<file path="src/rtl/sensor_link_pkg.sv">
// Shared types and constants for the sensor UART link master.
package sensor_link_pkg;

  localparam int unsigned StateW = 3;
  localparam int unsigned CntW   = 16;

  localparam logic [7:0] DefaultStartCode = 8'h00;

  typedef enum logic [StateW-1:0] {
    StIdle    = 3'd0,
    StSendCmd = 3'd1,
    StWaitB0  = 3'd2,
    StWaitB1  = 3'd3,
    StDone    = 3'd4
  } link_state_e;

endpackage

</file>
<file path="src/rtl/sensor_link_master_timer.sv">
// Response-wait watchdog for sensor_link_master; only built with RESP_TIMEOUT_EN.
`ifdef RESP_TIMEOUT_EN
module link_resp_timer
  import sensor_link_pkg::*;
#(
  parameter logic [CntW-1:0] TIMEOUT_CYCLES = 16'd50000
) (
  input  logic clk,
  input  logic reset,
  input  logic clear,
  input  logic enable,
  output logic expired
);

  logic [CntW-1:0] count_q;

  always_ff @(posedge clk) begin
    if (reset || clear) begin
      count_q <= '0;
    end else if (enable) begin
      count_q <= count_q + 1'b1;
    end
  end

  assign expired = enable && (count_q == TIMEOUT_CYCLES - 1'b1);

endmodule
`endif

</file>
<file path="src/rtl/sensor_link_master.sv">
// Host-side initiator: sends the start code, reassembles the two-byte sensor sum.
// Optional response timeout is enabled by defining RESP_TIMEOUT_EN.
module sensor_link_master
  import sensor_link_pkg::*;
#(
  parameter logic [7:0]      START_CODE     = DefaultStartCode,
  parameter logic [CntW-1:0] TIMEOUT_CYCLES = 16'd50000
) (
  input  logic        clk,
  input  logic        reset,
  input  logic        req,
  input  logic        tx_busy,
  output logic        tx_send,
  output logic [7:0]  tx_data,
  input  logic        rx_ready,
  input  logic [7:0]  rx_data,
  output logic        busy,
  output logic [15:0] data,
  output logic        data_valid,
  output logic        timeout
);

  link_state_e state_q;
  logic [7:0]  low_byte_q;
  logic [15:0] data_q;
  logic        data_valid_q;

`ifdef RESP_TIMEOUT_EN
  logic timeout_q;
  logic in_wait;
  logic expired;

  assign in_wait = (state_q == StWaitB0) || (state_q == StWaitB1);

  // Counter restarts on every state change, so clear on any exit from a wait state.
  link_resp_timer #(
    .TIMEOUT_CYCLES(TIMEOUT_CYCLES)
  ) u_timer (
    .clk    (clk),
    .reset  (reset),
    .clear  (!in_wait || rx_ready || expired),
    .enable (in_wait),
    .expired(expired)
  );

  assign timeout = timeout_q;
`else
  logic unused_timeout_cfg;
  assign unused_timeout_cfg = ^TIMEOUT_CYCLES;
  assign timeout = 1'b0;
`endif

  always_ff @(posedge clk) begin
    if (reset) begin
      state_q      <= StIdle;
      low_byte_q   <= '0;
      data_q       <= '0;
      data_valid_q <= 1'b0;
`ifdef RESP_TIMEOUT_EN
      timeout_q    <= 1'b0;
`endif
    end else begin
      data_valid_q <= 1'b0;
`ifdef RESP_TIMEOUT_EN
      timeout_q    <= 1'b0;
`endif
      case (state_q)
        StIdle: begin
          if (req) state_q <= StSendCmd;
        end
        StSendCmd: begin
          if (!tx_busy) state_q <= StWaitB0;
        end
        StWaitB0: begin
          if (rx_ready) begin
            low_byte_q <= rx_data;
            state_q    <= StWaitB1;
          end
`ifdef RESP_TIMEOUT_EN
          else if (expired) begin
            timeout_q <= 1'b1;
            state_q   <= StIdle;
          end
`endif
        end
        StWaitB1: begin
          if (rx_ready) begin
            data_q       <= {rx_data, low_byte_q};
            data_valid_q <= 1'b1;
            state_q      <= StDone;
          end
`ifdef RESP_TIMEOUT_EN
          else if (expired) begin
            low_byte_q <= '0;
            timeout_q  <= 1'b1;
            state_q    <= StIdle;
          end
`endif
        end
        StDone: begin
          state_q <= StIdle;
        end
        default: begin
          state_q <= StIdle;
        end
      endcase
    end
  end

  assign tx_send    = (state_q == StSendCmd) && !tx_busy;
  assign tx_data    = START_CODE;
  assign busy       = (state_q != StIdle);
  assign data       = data_q;
  assign data_valid = data_valid_q;

endmodule

</file>
<file path="config.mk">
export PLATFORM = sky130hd
export DESIGN_NAME = sensor_link_master
export DESIGN_NICKNAME = d
export VERILOG_FILES = /design/src/rtl/sensor_link_pkg.sv /design/src/rtl/sensor_link_master_timer.sv /design/src/rtl/sensor_link_master.sv
export SDC_FILE = /design/constraint.sdc
export NUM_CORES = 1
export LEC_CHECK = 0
export ABC_CLOCK_PERIOD_IN_PS = 1700
export CAP_MARGIN = 0
export CORE_MARGIN = 2
export CORE_UTILIZATION = 30
export CTS_CLUSTER_DIAMETER = 80
export DETAILED_ROUTE_END_ITERATION = 6
export PLACE_DENSITY = 0.56
export SLEW_MARGIN = 20
export SYNTH_ARGS = -nofsm -noshare
export SYNTH_HDL_FRONTEND = slang
export SYNTH_SLANG_ARGS = --single-unit
</file>
<file path="constraint.sdc">
create_clock -name clk -period 1.7 [get_ports clk]
set_input_delay 0.34 -clock clk [delete_from_list [all_inputs] [get_ports clk]]
set_output_delay 0.34 -clock clk [all_outputs]
set_load 0.01 [all_outputs]
</file>
==> results.sh, run 1 <==
export IMPL_cp_cell_sequence="or3_1 > dlygate4sd2_1"
export IMPL_antenna_found_initial=0
export IMPL_p_int_mw=1.052
export IMPL_path_delay_family="flip-flops"
export IMPL_crit_required_ps=1360
export IMPL_cp_max_fo=7
export IMPL_grt_max_degree=19
export IMPL_max_freq_mhz=612.1
export IMPL_fp_dieH_um=66.42
export IMPL_period_needed_ps=1634
export IMPL_firstDrtPassIters=4
export IMPL_fin_worst_skew_ps=4.367
export IMPL_cp_slowest_cell="dfxtp_2"
export IMPL_die_area_um2=4411
export IMPL_layout_setup_ws_ps=66.28
export IMPL_status="complete, no violations"
export IMPL_swShare=0.2078
export IMPL_worstSetupStartpoint="state_q[2]"
export IMPL_crit_arrival_ps=1290
export IMPL_clockBufferDepth=2
export IMPL_gp_congestion=0.6719
export IMPL_yosysUniqueCellTypes=25
export IMPL_avgSynthCellArea_um2=9.275
export IMPL_rsz0062_at_grt="false"
export IMPL_cts_sinks=28
export IMPL_path_class="flop to output port"
export IMPL_io_pin_count=41
export IMPL_p_comb_frac=0.101
export IMPL_power_switching_mw=0.2759
export IMPL_yosysSeqAreaShare=0.4797
export IMPL_yosys_top_cells_area="dfxtp_1, nand2_1, mux2i_1, a21oi_2, buf_4"
export IMPL_htree_levels=1
export IMPL_syn2layout_area_growth_pct=36.08
export IMPL_multi_input_area_um2=504.2
export IMPL_port_buffers=31
export IMPL_fin_crit_sh=0.9610
export IMPL_critPathCapture="busy"
export IMPL_wirelength_um=2467
export IMPL_dp_worst_setup_slack_ps=-377.7
export IMPL_leakagePower_nw=0.5651
export IMPL_hp_class="flop to flop"
export IMPL_grt_util_all_layers=0.1226
export IMPL_design_core_area_um2=3716
export IMPL_pwr_density_cell_nw_per_um2=834.9
export IMPL_post_cts_buffers=0
export IMPL_timing_rr_end="low_byte_q[4]"
export IMPL_cts_tree="yes"
export IMPL_vias=922
export IMPL_numCtsBuffers=3
export IMPL_cts_root_buf="clkbuf_8"
export IMPL_ir_drop_mv=0.4896
export IMPL_ys_ff_latch=28
export IMPL_clk_latency_ps=280
export IMPL_yosysWarningCount=0
export IMPL_hold_buffers=0
export IMPL_detail_route_antenna_nets=0
export IMPL_critical_path_depth=2
export IMPL_die_x_um=66.42
export IMPL_tns_ps=0
export IMPL_ctsResizeCount=7
export IMPL_slew_viol_final=0
export IMPL_p_total_mw=1.328
export IMPL_maxCapViolCount=0
export IMPL_grt_pass1_vias=884
export IMPL_wl_per_cell_um=11.86
export IMPL_finalSetupViolCount=0
export IMPL_yosysTopAreaCell="dfxtp_1"
export IMPL_area_sequential_um2=561.8
export IMPL_drive_above_1_share=0.1813
export IMPL_path_buf_inv=1
export IMPL_r2r_slack_ps=380
export IMPL_syn_cell_area_um2=1169
export IMPL_drt_initial_drc_count=18
export IMPL_hold_violations=0
export IMPL_synth_top_cell_area_share=0.4797
export IMPL_cp_end_kind="output port"
export IMPL_start_kind="flop"
export IMPL_fillCellCount=377
export IMPL_antennaDiodeCount=0
export IMPL_ff2ff_path_depth=5
export IMPL_grt_pass1_wl_um=4064
export IMPL_nets=174
export IMPL_clkPwrFrac=0.389
export IMPL_initial_core_util=0.3145
export IMPL_avgViaCountPerCell=4.433
export IMPL_grt_overflow_total=0
export IMPL_clkSlewWorstSetupHoldPaths_ps=90
export IMPL_max_stage_delay_ps=370
export IMPL_drcViolationCount=0
export IMPL_rows=22
export IMPL_reg2reg_from="state_q[0]"
export IMPL_synth_cells=126
export IMPL_place_hpwl_um=1753
export IMPL_power_frac_seq=0.510
[registers in the layout (all words and copies together) (netlist names)]
name,flops
data_valid,1
data,16
low_byte_q,8
state_q,3
[area by class of cell]
type / count / share of cell area
clock inverters: 1 / 0.01888
flip-flops and latches: 28 / 0.3533
well taps: 48 / 0.03777
inverters: 1 / 0.002360
repair buffers: 39 / 0.2447
clock buffers: 3 / 0.02596
multi-input cells: 88 / 0.3171
[worst register-to-register path, stage by stage, from the launching register on]
cell and delay [ps]:
dfxtp_1 350, buf_4 160, and4bb_2 320, buf_12 140
mux2i_1 190, nor2_1 60
[logic make-up (layout without fill, tap and decap cells)]
kind of cell / count (synthesis) / after routing / synth area share
simple gates: 51 / 51 / 0.2023
flops: 28 / 28 / 0.4797
compound gates: 19 / 19 / 0.1188
buf+inv: 18 / 44 / 0.1188
mux: 9 / 9 / 0.07709
other cells: 1 / 9 / 0.003209
[power groups by stage]
stage / sequential [mW] / combinational (mW) / clock [mW]
after floorplan: 0.691 / 0.0830 / 0
after global placement: 0.692 / 0.134 / 0
after detailed placement: 0.692 / 0.138 / 0
after CTS: 0.677 / 0.135 / 0.541
after global routing: 0.680 / 0.147 / 0.570
final: 0.677 / 0.134 / 0.517
[metrics by stage]
| stage | hold slack [ps] | util | instances | cell area (um^2) |
|---|---|---|---|---|
| after floorplan | 431.2 | - | 134 | 1199 |
| after global placement | 441.1 | 0.4088 | 204 | 1519 |
| after detailed placement | 448.2 | 0.4088 | 204 | 1519 |
| after CTS | 461.5 | 0.4279 | 208 | 1590 |
| after global routing | 481.9 | 0.4279 | 208 | 1590 |
| final | 457.3 | 0.4279 | 208 | 1590 |
[routing by layer]
metal  GRT usage  share of wire  vias to the layer above
met1      0.1599           0.46                      428
met4     0.05357          0.013                        0
met5           0              0                        -
met3     0.03407          0.075                        4
met2      0.1875           0.45                       28
li1            -              -                      462
[synth_stat cells]
cell type and number:
nand2_1 30, dfxtp_1 28, a21oi_2 10, buf_4 10
nor2_1 10, mux2i_1 9, a21oi_1 6, buf_2 2
buf_6 2, clkbuf_1 2, nand2_2 2, nor2b_1 2
a2111oi_0 1, a211oi_1 1, and4b_1 1, and4bb_2 1
buf_12 1, conb_1 1, inv_1 1, nand3_1 1
nand4b_2 1, nor3_1 1, nor3b_1 1, o21ai_0 1
or3_1 1
[layout by cell type (no fill, tap or decap), types with 3 or more instances in the layout]
cell type        count
nand2_1             30
clkbuf_8             3
mux2i_1              9
a21oi_2             10
dfxtp_1             27
clkdlybuf4s50_1     29
a21oi_1              6
conb_1               9
buf_4                6
nor2_1              10
[worst min path at each step]
stage,from,end,slack [ps],depth (start not counted)
after global routing,low_byte_q[3],data[3],480,2
after global placement,low_byte_q[7],data[7],440,2
after CTS,low_byte_q[7],data[7],460,2
after detailed placement,low_byte_q[7],data[7],450,2
after floorplan,low_byte_q[7],data[7],430,2
final,low_byte_q[7],data[7],460,2
Note: power is estimated with default switching activity, not from simulation.
==> run 2, diff against run 1 <==
Settings changed: CORE_MARGIN 2 to 1.
==> results.sh, run 2 (synthesis results as in run 1) <==
export IMPL_crit_required_ps=1360
export IMPL_avgViaCountPerCell=4.282
export IMPL_cts_sinks=28
export IMPL_cp_end_kind="output port"
export IMPL_hp_class="flop to flop"
export IMPL_rsz0062_at_grt="false"
export IMPL_min_path_cells=2
export IMPL_worstSetupStartpoint="state_q[2]"
export IMPL_clockBufferDepth=2
export IMPL_place_hpwl_um=1667
export IMPL_initial_core_util=0.3168
export IMPL_cts_root_buf="clkbuf_8"
export IMPL_port_buffers=31
export IMPL_grt_overflow_total=0
export IMPL_placed_area_um2=1504
export IMPL_grt_use_met2=0.1934
export IMPL_die_area_um2=4149
export IMPL_numCtsBuffers=3
export IMPL_hold_buffers=0
export IMPL_timing_rr_end="low_byte_q[3]"
export IMPL_busiest_layer="met2"
export IMPL_period_needed_ps=1603
export IMPL_finalSetupViolCount=0
export IMPL_gp_congestion=0.7187
export IMPL_design_core_area_um2=3689
export IMPL_clkSlewWorstSetupHoldPaths_ps=90
export IMPL_die_x_um=64.42
export IMPL_rows=22
export IMPL_drive_above_1_share=0.1646
export IMPL_final_area_um2=1554
export IMPL_reg2reg_from="state_q[0]"
export IMPL_clk_latency_ps=270
export IMPL_firstDrtPassIters=4
export IMPL_cts_tree="yes"
export IMPL_drt_initial_drc_count=30
export IMPL_ir_drop_mv=0.3627
export IMPL_final_cell_mix="nand2_1, clkdlybuf4s50_1, dfxtp_1, a21oi_2, nor2_1"
export IMPL_crit_arrival_ps=1260
export IMPL_post_cts_buffers=0
export IMPL_wirelength_um=2357
export IMPL_maxCapViolCount=0
export IMPL_antenna_found_initial=0
export IMPL_grt_pass1_vias=855
export IMPL_antennaDiodeCount=0
export IMPL_drcViolationCount=0
export IMPL_status="complete, no violations"
export IMPL_use_met3=0.01937
export IMPL_grt_util_met1=0.1638
export IMPL_path_class="flop to output port"
export IMPL_nets=172
export IMPL_ff2ff_path_depth=4
export IMPL_htree_levels=1
export IMPL_grt_pass1_wl_um=3981
export IMPL_slew_viol_final=0
export IMPL_largest_register_ffs=16
export IMPL_max_freq_mhz=623.8
export IMPL_io_pin_count=41
export IMPL_start_kind="flop"
export IMPL_dp_cells=202
export IMPL_dp_worst_setup_slack_ps=-273.9
export IMPL_leakagePower_nw=0.5451
export IMPL_r2r_slack_ps=330
export IMPL_grt_max_degree=28
export IMPL_hold_violations=0
export IMPL_fp_dieH_um=64.42
export IMPL_syn2layout_area_growth_pct=32.98
export IMPL_wl_per_cell_um=11.44
export IMPL_instances_no_fill=206
export IMPL_grt_util_all_layers=0.1197
export IMPL_detail_route_antenna_nets=0
export IMPL_cp_max_fo=7
export IMPL_pwr_density_cell_nw_per_um2=782.3
export IMPL_layout_setup_ws_ps=97.00
export IMPL_vias=882
export IMPL_fin_crit_sh=0.9429
export IMPL_final_common_cell="nand2_1"
export IMPL_fin_worst_skew_ps=1.688
export IMPL_critPathCapture="busy"
==> run 2: worst min path at each step <==
stage / from / to / slack [ps]
2_1_floorplan: low_byte_q[7] / data[7] / 430
3_3_place_gp: low_byte_q[7] / data[7] / 450
3_5_place_dp: low_byte_q[7] / data[7] / 450
4_1_cts: low_byte_q[7] / data[7] / 460
5_1_grt: low_byte_q[7] / data[7] / 470
6_report: data[12] / data[12] / 460
==> run 2: repair_timing <==
item	4_1_cts	5_1_grt
gates cloned	0	0
resized for setup	3	2
pin swaps	0	0
endpoints found under the hold margin	0	0
endpoints found under the setup margin	2	1
==> run 2: power breakdown <==
part / switching, mW / leakage (nW) / total [mW] / internal [mW]
clock: 0.202 / 0.0288 / 0.409 / 0.207
combinational: 0.0648 / 0.290 / 0.132 / 0.0667
sequential: 0.00752 / 0.227 / 0.675 / 0.668
total: 0.274 / 0.545 / 1.22 / 0.942
==> run 2: layout make-up <==
| cell class | count | area (um^2) |
|---|---|---|
| clock buffers | 4 | 55.05 |
| inverters | 1 | 3.754 |
| multi-input cells | 88 | 499.2 |
| well taps | 48 | 60.06 |
| flip-flops and latches | 28 | 561.8 |
| fillers | 396 | 2135 |
| repair buffers | 37 | 374.1 |
==> run 2: critical path: stages, from the launching register on <==
cell           delay, ps
dfxtp_2              360
or3_1                350
dlygate4sd2_1        280
==> run 2: per-layer routing <==
metal  share of wire  vias up
li1                -      458
met3           0.031        2
met1            0.49      401
met2            0.47       21
met5               0        -
met4          0.0093        0
==> run 2: per-stage QoR <==
| step | hold slack [ps] | util | total power, mW | TNS [ps] |
|---|---|---|---|---|
| after detailed placement | 447.5 | 0.4077 | 0.8273 | -273.9 |
| after floorplan | 431.2 | - | 0.7741 | 0 |
| after CTS | 461.4 | 0.4223 | 1.233 | 0 |
| final | 458.0 | 0.4213 | 1.216 | 0 |
| after global placement | 445.3 | 0.4077 | 0.8242 | -264.1 |
| after global routing | 467.5 | 0.4213 | 1.268 | 0 |
==> run 3, diff against run 2 <==
Settings changed: SKIP_CTS_REPAIR_TIMING set to 1, SYNTH_HIERARCHICAL set to 1.
==> results.sh, run 3 <==
export IMPL_synth_most_common_cell="nand2_1"
export IMPL_htree_levels=1
export IMPL_grt_pass1_vias=849
export IMPL_synth_simple_area_share=0.2024
export IMPL_clk_latency_ps=270
export IMPL_hold_start="data[12]"
export IMPL_finalSetupViolCount=0
export IMPL_drt_initial_drc_count=30
export IMPL_place_hpwl_um=1667
export IMPL_cts_tree="yes"
export IMPL_synth_ff_type="dfxtp_1"
export IMPL_drive_above_1_share=0.1582
export IMPL_initial_core_util=0.3168
export IMPL_synth_edf_count=0
export IMPL_synth_cells=126
export IMPL_cp_max_fo=2
export IMPL_rsz0062_at_grt="false"
export IMPL_r2r_slack_ps=330
export IMPL_final_common_cell="nand2_1"
export IMPL_design_core_area_um2=3689
export IMPL_min_path_cells=2
export IMPL_yosysTopAreaCell="dfxtp_1"
export IMPL_vias=884
export IMPL_ir_drop_mv=0.3628
export IMPL_yosysSeqAreaShare=0.4797
export IMPL_layout_setup_ws_ps=122.8
export IMPL_crit_arrival_ps=1240
export IMPL_nets=172
export IMPL_hold_violations=0
export IMPL_status="complete, no violations"
export IMPL_start_kind="input pin"
export IMPL_cts_sinks=28
export IMPL_period_needed_ps=1577
export IMPL_fin_worst_skew_ps=1.688
export IMPL_avgViaCountPerCell=4.291
export IMPL_yosys_top_cells_area="dfxtp_1, nand2_1, mux2i_1, a21oi_2, buf_4"
export IMPL_grt_overflow_total=0
export IMPL_whs_ps=458.0
export IMPL_grt_util_all_layers=0.1193
export IMPL_synth_top_cell_area_share=0.4797
export IMPL_path_class="input pin to output port"
export IMPL_hp_class="flop to flop"
export IMPL_clkSlewWorstSetupHoldPaths_ps=90
export IMPL_antenna_found_initial=0
export IMPL_die_x_um=64.42
export IMPL_instances_no_fill=206
export IMPL_dp_cells=202
export IMPL_wl_per_cell_um=11.45
export IMPL_max_freq_mhz=634.0
export IMPL_dp_worst_setup_slack_ps=-273.9
export IMPL_fp_dieH_um=64.42
export IMPL_syn2layout_area_growth_pct=33.94
export IMPL_die_area_um2=4149
export IMPL_antennaDiodeCount=0
export IMPL_pwr_density_cell_nw_per_um2=778.5
export IMPL_finish_utilization=0.4244
export IMPL_clockBufferDepth=2
export IMPL_avgSynthCellArea_um2=9.275
export IMPL_timing_rr_end="low_byte_q[3]"
export IMPL_grt_max_degree=28
export IMPL_final_cell_mix="nand2_1, clkdlybuf4s50_1, dfxtp_1, a21oi_2, nor2_1"
export IMPL_drcViolationCount=0
export IMPL_cts_root_buf="clkbuf_8"
export IMPL_synth_mux_area_frac=0.07709
export IMPL_yosys_area_share_xor_xnor=0
export IMPL_port_buffers=31
export IMPL_maxCapViolCount=0
export IMPL_io_pin_count=41
export IMPL_synth_top_family_by_area="simple AND/OR/NAND/NOR gates"
export IMPL_rows=22
export IMPL_numCtsBuffers=3
export IMPL_detail_route_antenna_nets=0
export IMPL_ff2ff_path_depth=4
export IMPL_ys_async_sr_fraction=0
export IMPL_synth_common_cells="nand2_1, dfxtp_1, a21oi_2, buf_4, nor2_1"
export IMPL_fin_crit_sh=0.9278
export IMPL_synth_compound_area_frac=0.1188
export IMPL_ys_ff_latch=28
export IMPL_firstDrtPassIters=4
export IMPL_yosysUniqueCellTypes=25
export IMPL_syn_cell_area_um2=1169
export IMPL_wirelength_um=2358
export IMPL_slew_viol_final=0
export IMPL_synthAdderAreaFrac=0
export IMPL_cp_end_kind="output port"
export IMPL_worstSetupStartpoint="tx_busy"
export IMPL_grt_pass1_wl_um=3967
export IMPL_yosysWarningCount=6
export IMPL_largest_register_ffs=16
export IMPL_crit_required_ps=1360
export IMPL_reg2reg_from="state_q[0]"
export IMPL_leakagePower_nw=0.5702
export IMPL_gp_congestion=0.7187
export IMPL_hold_path_endpoint="data[12]"
-- run 3: cell counts after synthesis --
No cell type changed its count.
-- run 3: cells by family (layout without fill, tap and decap cells) --
logic type,Yosys count,in the layout
AND/OR/NAND/NOR,51,51
other,1,9
multiplexers,9,9
buffers and inverters,18,42
flip-flops,28,28
AO/OA/AOI/OAI,19,19
-- run 3: stage by stage --
stage	power, mW	TNS [ps]	cell area [um^2]
2_1_floorplan	0.7741	0	1199
3_3_place_gp	0.8242	-264.1	1504
3_5_place_dp	0.8273	-273.9	1504
4_1_cts	1.237	-417.9	1559
5_1_grt	1.271	0	1565
6_report	1.219	0	1565
-- run 3: worst max path at each step --
| stage | end | slack (ps) | cells past startpoint |
|---|---|---|---|
| finish | tx_send | 120 | 4 |
| global route | tx_send | 10 | 4 |
| CTS | tx_send | -280 | 4 |
| detailed placement | tx_send | -270 | 4 |
| global placement | tx_send | -260 | 4 |
| floorplan | tx_send | 480 | 2 |
-- run 3: power by group --
part,internal [mW],leakage (nW),total [mW],switching [mW]
Clock,0.207,0.0288,0.409,0.202
Combinational,0.0696,0.315,0.134,0.0648
Sequential,0.668,0.227,0.675,0.00759
Total,0.944,0.570,1.22,0.274
-- run 3: worst max-delay path: stages --
cell             delay, ps
clkdlybuf4s50_1        420
nor2b_1                130
nor3b_1                170
dlymetal6s2s_1         180
-- run 3: layer usage --
| metal | GRT usage | wire length (um) |
|---|---|---|
| met3 | 0.01937 | 72 |
| met1 | 0.1638 | 1152 |
| met4 | 0.03333 | 22 |
| met2 | 0.1921 | 1110 |
| met5 | 0 | 0 |
-- run 3: final cells by class --
type | count | area (um^2)
fill | 394 | 2123
sequential | 28 | 561.8
multi-input combinational | 88 | 499.2
timing repair buffer | 37 | 385.4
tap | 48 | 60.06
clock buffer | 4 | 55.05
inverter | 1 | 3.754
